--- config.mk ---
export PLATFORM = sky130hd
export DESIGN_NAME = instr_fetch_queue
export DESIGN_NICKNAME = d
export VERILOG_FILES = /design/src/rtl/instr_fetch_queue.sv
export SDC_FILE = /design/constraint.sdc
export NUM_CORES = 1
export LEC_CHECK = 0
export ABC_AREA = 1
export CORE_MARGIN = 2
export CORE_UTILIZATION = 52
export DETAILED_ROUTE_END_ITERATION = 12
export PLACE_DENSITY_LB_ADDON = 0.12
export SLEW_MARGIN = 20
export SYNTH_ARGS = -nofsm -noshare
export SYNTH_HDL_FRONTEND = slang
export SYNTH_SLANG_ARGS = --single-unit
--- constraint.sdc ---
create_clock -name clk -period 2.45 [get_ports clk]
set_clock_uncertainty 0.2 [all_clocks]
set_input_delay 0.49 -clock clk [delete_from_list [all_inputs] [get_ports clk]]
set_output_delay 0.49 -clock clk [all_outputs]
set_load 0.02 [all_outputs]
--- src/rtl/instr_fetch_queue.sv ---
// Instruction fetch front-end: issues word-aligned fetches under a credit limit,
// buffers in-order responses with their PC and flushes on redirect.
module instr_fetch_queue #(
  parameter int unsigned DEPTH    = 4,
  parameter logic [31:0] RESET_PC = 32'h0000_0000
) (
  input  logic        clk,
  input  logic        rst_n,
  output logic        mem_req_valid,
  output logic [31:0] mem_req_addr,
  input  logic        mem_req_ready,
  input  logic        mem_rsp_valid,
  input  logic [31:0] mem_rsp_data,
  output logic        inst_valid,
  output logic [31:0] inst_data,
  output logic [31:0] inst_pc,
  input  logic        inst_ready,
  input  logic        redirect,
  input  logic [31:0] redirect_pc
);

  localparam int unsigned AW = $clog2(DEPTH);
  localparam int unsigned CW = AW + 1;
  localparam logic [CW:0] DEPTH_W = (CW+1)'(DEPTH);

  logic [31:0]   fetch_pc;
  logic [31:0]   rsp_pc;
  logic [CW-1:0] outstanding;
  logic [CW-1:0] discard_cnt;
  logic [CW-1:0] count;
  logic [AW-1:0] rd_ptr;
  logic [AW-1:0] wr_ptr;
  logic          started;
  logic [31:0]   fifo_pc   [DEPTH];
  logic [31:0]   fifo_data [DEPTH];

  logic          req_fire;
  logic          rsp_ok;
  logic          push;
  logic          pop;
  logic [CW:0]   credit_used;

  // Handshake decode; a response with nothing outstanding is ignored entirely.
  always_comb begin
    credit_used   = {1'b0, count} + {1'b0, outstanding};
    mem_req_valid = started & ~redirect & (credit_used < DEPTH_W);
    req_fire      = mem_req_valid & mem_req_ready;
    rsp_ok        = mem_rsp_valid & (outstanding != '0);
    push          = rsp_ok & (discard_cnt == '0);
    pop           = (count != '0) & inst_ready;
  end

  assign mem_req_addr = fetch_pc;
  assign inst_valid   = (count != '0);
  assign inst_data    = fifo_data[rd_ptr];
  assign inst_pc      = fifo_pc[rd_ptr];

  always_ff @(posedge clk or negedge rst_n) begin
    if (!rst_n) begin
      fetch_pc    <= RESET_PC;
      rsp_pc      <= RESET_PC;
      outstanding <= '0;
      discard_cnt <= '0;
      count       <= '0;
      rd_ptr      <= '0;
      wr_ptr      <= '0;
      started     <= 1'b0;
      for (int i = 0; i < int'(DEPTH); i++) begin
        fifo_pc[i]   <= '0;
        fifo_data[i] <= '0;
      end
    end else begin
      started <= 1'b1;
      if (redirect) begin
        // In-flight responses (minus one arriving now) become stale and are dropped.
        fetch_pc    <= {redirect_pc[31:2], 2'b00};
        rsp_pc      <= {redirect_pc[31:2], 2'b00};
        outstanding <= outstanding - CW'(rsp_ok);
        discard_cnt <= outstanding - CW'(rsp_ok);
        count       <= '0;
        rd_ptr      <= '0;
        wr_ptr      <= '0;
      end else begin
        if (req_fire) fetch_pc <= fetch_pc + 32'd4;
        outstanding <= outstanding + CW'(req_fire) - CW'(rsp_ok);
        if (rsp_ok && (discard_cnt != '0)) discard_cnt <= discard_cnt - CW'(1);
        if (push) begin
          fifo_pc[wr_ptr]   <= rsp_pc;
          fifo_data[wr_ptr] <= mem_rsp_data;
          wr_ptr            <= wr_ptr + AW'(1);
          rsp_pc            <= rsp_pc + 32'd4;
        end
        if (pop) rd_ptr <= rd_ptr + AW'(1);
        count <= count + CW'(push) - CW'(pop);
      end
    end
  end

endmodule

==> results of run 1 <==
[cell families (layout without fill, tap and decap cells)]
group	count (synthesis)	after routing	share of synthesized area, %
flops	322	322	50.6
buf+inv	244	495	6.46
simple gates	945	945	23.7
other cells	2	5	0.0471
compound gates	516	516	16.9
fa+ha+maj	18	18	1.51
xor+xnor	13	13	0.715
[what timing repair did]
action,CTS,global route
gates resized for setup,415,310
endpoints found under the setup margin,66,71
setup buffers,9,21
endpoints found under the hold margin,49,0
pin swaps,22,73
cloned,4,16
hold buffers,1,0
[placed cells by master, fill, tap and decap left out, drive strengths merged, types with 16 or more instances in the layout]
cell,n
buf,197
a21oi,137
ha,16
inv,119
dfrtp,322
nand2,496
o22ai,64
nand3,86
o21ai,297
clkdlybuf4s50,96
clkbuf,70
nor2,338
[report_power, final]
part | leakage, nW | internal [mW] | switching [mW]
combinational | 5.71 | 4.71 | 5.63
clock | 0.612 | 3.40 | 2.22
sequential | 4.22 | 6.54 | 0.959
[final cells by class]
| type | instances | area share [%] |
|---|---|---|
| flip-flops and latches | 322 | 37.1 |
| multi-input cells | 1497 | 36.1 |
| clock inverters | 10 | 0.489 |
| clock buffers | 57 | 5.21 |
| repair buffers | 308 | 16.6 |
| inverters | 119 | 2.15 |
| well taps | 396 | 2.28 |
| repair inverters | 1 | 0.0518 |
[registers in the layout, summed over array words and instances (netlist names)]
| register | flops |
|---|---|
| fifo_pc | 120 |
| count | 3 |
| outstanding | 3 |
| mem_req_addr | 30 |
| wr_ptr | 2 |
| started | 1 |
| fifo_data | 128 |
| discard_cnt | 3 |
| rd_ptr | 2 |
| rsp_pc | 30 |
[worst max-delay path: stages (launching register included)]
cell      delay [ns]
dfrtp_4         0.56
clkinv_8        0.13
buf_16          0.17
buf_12          0.13
buf_12          0.13
o21ai_2         0.13
o22ai_2         0.10
buf_6           0.14
[worst max path at each step]
stage,startpoint,to,cells after the start
after floorplan,redirect,outstanding[2],14
final,rd_ptr[0],inst_data[9],7
after CTS,outstanding[2],outstanding[2],13
after global placement,redirect,outstanding[2],13
after global routing,rd_ptr[0],inst_data[9],7
after detailed placement,redirect,outstanding[2],13
[layer usage]
metal  share of wire [%]  vias to the layer above  global-route usage (%)  wire length, µm
li1                    -                     7226                       -                -
met1                  41                     7411                    39.3            20600
met2                  50                      553                    50.2            25000
met3                 6.0                       91                    3.31             3000
met4                 2.7                        0                    8.77             1350
met5                   0                        -                       0                0
[per-stage QoR]
stage | worst slack [ns] | utilization [%] | cell area (µm²) | instances
floorplan | -0.340 | - | 16000 | 2063
global placement | -0.523 | 61.3 | 18600 | 2593
detailed placement | -0.525 | 61.3 | 18600 | 2593
CTS | -0.213 | 66.4 | 20200 | 2674
global route | -0.323 | 71.7 | 21700 | 2710
finish | -0.266 | 71.7 | 21700 | 2710
[synthesized netlist by cell type (4+ instances only)]
master	number	area, µm²
o21ai_1	15	75.1
nor2_2	4	25.0
nor3_1	8	40.0
xor2_1	8	70.1
a21oi_1	137	686
nand3_1	85	425
inv_1	113	424
a31oi_1	6	37.5
nand4_1	10	62.6
buf_2	30	150
or2_2	5	31.3
ha_1	16	200
buf_4	12	90.1
xnor2_1	5	43.8
o22ai_1	64	400
dfrtp_1	322	8060
inv_2	4	15.0
o211ai_1	11	82.6
clkbuf_1	79	297
nand2_1	493	1850
buf_6	4	45.0
o21ai_0	282	1410
nor2_1	330	1240
==> results.json, run 1 <==
{
  "outcome": "complete, but fails checks",
  "violations": "setup timing",
  "async_flop_share_pct": 100,
  "start_util_pct": 52.5,
  "peakVddDrop_mv": 0.631,
  "multi_input_area_um2": 7860,
  "rsz0062_at_grt": "yes",
  "ys_warn_count": 0,
  "fin_ws_ns": -0.266,
  "areaGrowthSynthToFinish_pct": 36.5,
  "cts_tree": "yes",
  "startpoint_type": "flop",
  "period_minus_slack_ns": 2.72,
  "synth_edf_count": 0,
  "fmax_mhz": 368,
  "root_buffer": "clkbuf_16",
  "hpwl_mm": 30.0,
  "power_mw": 23.5,
  "syn_inst": 2060,
  "grt_overflow": 0,
  "grt_max_degree": 70,
  "nNetsFinal": 2375,
  "diodes": 0,
  "n_fill_cell": 2357,
  "drt_iter0_drc": 1338,
  "ios": 168,
  "final.period_utilization_pct": 111,
  "wirelength_mm": 49.9,
  "routabilityCongestion": 0.919,
  "p_leak_nw": 10.5,
  "r2r_start": "count[2]",
  "die_h_um": 179,
  "holdCritStartpoint": "fifo_data[66]",
  "drc": 0,
  "ff2ff_setup_slack_ns": -0.19,
  "critPathMaxFanout": 8,
  "cp.arrival_ns": 2.03,
  "grt_pass1_vias": 14400,
  "tritoncts.num_buffers": 38,
  "netlist_area_um2": 15900,
  "synth_cell_type_count": 34,
  "max_cap_violations": 0,
  "ys_seq_area_share_pct": 50.6,
  "num_vias": 15300,
  "core-area_um2": 30300,
  "via_per_inst": 5.64,
  "grt_pass1_wl_mm": 74.4,
  "synth_ff_type": "dfrtp_1",
  "grt_usage_pct": 29.3,
  "end_kind": "primary output",
  "setup_tns_ns": -8.94,
  "worstMarginPinSlew_ns": 0.552,
  "dieArea_um2": 32100,
  "reg2reg_depth": 13,
  "drive_gt1_share_pct": 20.3,
  "min_path_cells": 2,
  "final_antenna_net_count": 0,
  "ys_ff_latch": 322,
  "cts.sinks": 322,
  "worstPathRequired_ns": 1.76,
  "die-width_um": 179,
  "finalMaxSlewViolations": 0,
  "rows": 64,
  "htree_levels": 2,
  "setup_viol": 64,
  "finalHoldViolations": 0,
  "relSlewSlack_pct": 63.2,
  "min_to": "fifo_data[66]",
  "hp-class": "reg -> reg",
  "antenna_found_initial": 0,
  "clk_path_buf_depth": 3,
  "critPathKind": "reg -> out",
  "wire_per_inst_um": 18.4,
  "clk_pin_slew_ns": 0.05,
  "portBuffers": 161,
  "regArea_um2": 8060,
  "powerDensity_nw_per_um2": 1080,
  "clk-insertion-delay-late_ns": 0.52,
  "synth.avg_cell_area_um2": 7.73,
  "firstDrtPassIters": 7,
  "r2r_end": "outstanding[2]",
  "hold-worst-slack_ns": 0.282
}
Power figures use the tool's default switching activity.
==> run 2: changes to the inputs <==
--- a/config.mk
+++ b/config.mk
@@ -9,7 +9,9 @@
 export CORE_MARGIN = 2
 export CORE_UTILIZATION = 52
 export DETAILED_ROUTE_END_ITERATION = 12
+export MAX_ROUTING_LAYER = met4
 export PLACE_DENSITY_LB_ADDON = 0.12
+export SKIP_LAST_GASP = 1
 export SLEW_MARGIN = 20
 export SYNTH_ARGS = -nofsm -noshare
 export SYNTH_HDL_FRONTEND = slang
==> results.json, run 2 (synthesis results as in run 1) <==
{
  "grt_max_degree": 70,
  "placed_cells": 2598,
  "hold-worst-slack_ns": 0.279,
  "clk_pin_slew_ns": 0.06,
  "p_leak_nw": 10.6,
  "grt_pass1_vias": 14200,
  "cp_cell_sequence": "ha_1 -> nor2_1 -> nand2_2 -> nor2_4 -> nand2_4 -> ha_4 -> inv_2 -> ha_4 -> fa_2 -> xor2_1 -> or2_4 -> nand3_2 -> nand2_1",
  "regMostFlops": "fifo_data",
  "drive_gt1_share_pct": 20.6,
  "stdcell_count": 2712,
  "grt_pass1_wl_mm": 74.6,
  "final_antenna_net_count": 0,
  "powerDensity_nw_per_um2": 1080,
  "antenna_found_initial": 0,
  "final_util_pct": 72.4,
  "cts.sinks": 322,
  "via_per_inst": 5.63,
  "clk_path_buf_depth": 3,
  "grt_overflow": 0,
  "worstMarginPinSlew_ns": 0.639,
  "cp.arrival_ns": 2.90,
  "power_mw": 23.8,
  "fin_ws_ns": -0.247,
  "start_util_pct": 52.5,
  "hpwl_mm": 29.9,
  "min_path_cells": 2,
  "portBuffers": 161,
  "reg2reg_depth": 13,
  "areaGrowthSynthToFinish_pct": 38.0,
  "drc": 0,
  "holdCritStartpoint": "fifo_data[70]",
  "critical_path.top_delay_family": "adder cells",
  "core-area_um2": 30300,
  "max_cap_violations": 0,
  "outcome": "complete, but fails checks",
  "wirelength_mm": 50.1,
  "fmax_mhz": 371,
  "clk-insertion-delay-late_ns": 0.52,
  "rsz0062_at_grt": "yes",
  "finalMaxSlewViolations": 0,
  "drt_iter0_drc": 1276,
  "setup_viol": 64,
  "end_kind": "flop",
  "finalHoldViolations": 0,
  "wire_per_inst_um": 18.5,
  "period_minus_slack_ns": 2.70,
  "ff2ff_setup_slack_ns": -0.25,
  "final_common_cell": "nand2_1",
  "worstPathRequired_ns": 2.65,
  "critPathSlowestCell": "dfrtp_1",
  "crit_buf_inv": 1,
  "firstDrtPassIters": 5,
  "hp-class": "reg -> reg",
  "rows": 64,
  "biggestRegsByFlops": "fifo_data (128), fifo_pc (120)",
  "ios": 168,
  "tritoncts.num_buffers": 36,
  "final.period_utilization_pct": 110,
  "startpoint_type": "flop",
  "cp_common_cell": "ha_4",
  "diodes": 0,
  "peakVddDrop_mv": 0.675,
  "largest_reg_flops": 128,
  "r2r_end": "outstanding[2]",
  "setup_tns_ns": -9.35,
  "min_to": "fifo_data[70]",
  "root_buffer": "clkbuf_16",
  "critPathKind": "reg -> reg",
  "die_h_um": 179,
  "critPathMaxFanout": 2,
  "relSlewSlack_pct": 57.4,
  "dieArea_um2": 32100,
  "nNetsFinal": 2377,
  "htree_levels": 2,
  "cts_tree": "yes",
  "final_cell_mix": "nand2_1 (492), dfrtp_1 (320), nor2_1 (277)",
  "num_vias": 15300,
  "grt_usage_pct": 30.2,
  "routabilityCongestion": 0.932,
  "r2r_start": "outstanding[2]",
  "n_fill_cell": 2265,
  "violations": "setup timing",
  "cp_num_cells": 13,
  "die-width_um": 179,
  "cp_slowest_stage_delay_ns": 0.39
}
## run 2: cell count changes in the layout (fill, tap and decap cells not counted), moves of 5 or more
cell / change
buf_6: -6
o22ai_2: -10
buf_12: +12
nor2_2: -18
o21ai_1: -15
o21ai_4: -5
nor2_4: +17
o21ai_2: +11
o21ai_0: +9
o22ai_4: +8
## run 2: routing by layer
layer,vias up,GRT usage (%),routed length (µm)
li1,7219,-,-
met1,7363,39.4,20500
met2,566,49.9,24700
met3,128,3.71,3200
met4,0,8.64,1660
met5,-,-,0
## run 2: power by group
part           switching (mW)  internal [mW]  total (mW)
sequential              0.987           6.54        7.52
combinational            5.78           4.91        10.7
clock                    2.22           3.34        5.56
total                    8.99           14.8        23.8
## run 2: worst max path at each step
| stage | startpoint | to | slack [ns] |
|---|---|---|---|
| 3_5_place_dp | redirect | outstanding[2] | -0.53 |
| 6_report | outstanding[2] | outstanding[2] | -0.25 |
| 4_1_cts | outstanding[2] | outstanding[2] | -0.25 |
| 2_1_floorplan | redirect | outstanding[2] | -0.34 |
| 3_3_place_gp | redirect | outstanding[2] | -0.53 |
| 5_1_grt | outstanding[2] | outstanding[2] | -0.32 |
## run 2: repair_timing
| item | in CTS | in global routing |
|---|---|---|
| hold endpoints to repair | 46 | 0 |
| hold buffers | 1 | 0 |
| gates cloned | 3 | 18 |
| buffers inserted | 3 | 26 |
| pin swaps | 18 | 106 |
| resized for setup | 343 | 408 |
| endpoints found under the setup margin | 66 | 66 |
## run 2: layout make-up
| type | instances | area [µm²] | share of cell area [%] |
|---|---|---|---|
| multi-input cells | 1497 | 7970 | 36.3 |
| well taps | 396 | 495 | 2.25 |
| repair inverters | 1 | 30.0 | 0.137 |
| clock inverters | 12 | 153 | 0.694 |
| repair buffers | 312 | 3740 | 17.0 |
| clock buffers | 53 | 1060 | 4.84 |
| flip-flops and latches | 322 | 8060 | 36.7 |
| inverters | 119 | 463 | 2.11 |
## run 2: through the flow
| stage | setup slack, ns | cell area [µm²] |
|---|---|---|
| floorplan | -0.340 | 16000 |
| detailed placement | -0.528 | 18700 |
| global placement | -0.526 | 18700 |
| finish | -0.247 | 22000 |
| global route | -0.317 | 22000 |
| CTS | -0.246 | 20000 |
## run 2: worst reg2reg max path, stage by stage (launching register included)
cell and delay [ns]:
dfrtp_1 0.39, ha_1 0.28, nor2_1 0.14, nand2_2 0.09, nor2_4 0.12, nand2_4 0.07, ha_4 0.26, inv_2 0.04
ha_4 0.14, fa_2 0.33, xor2_1 0.18, or2_4 0.23, nand3_2 0.06, nand2_1 0.06
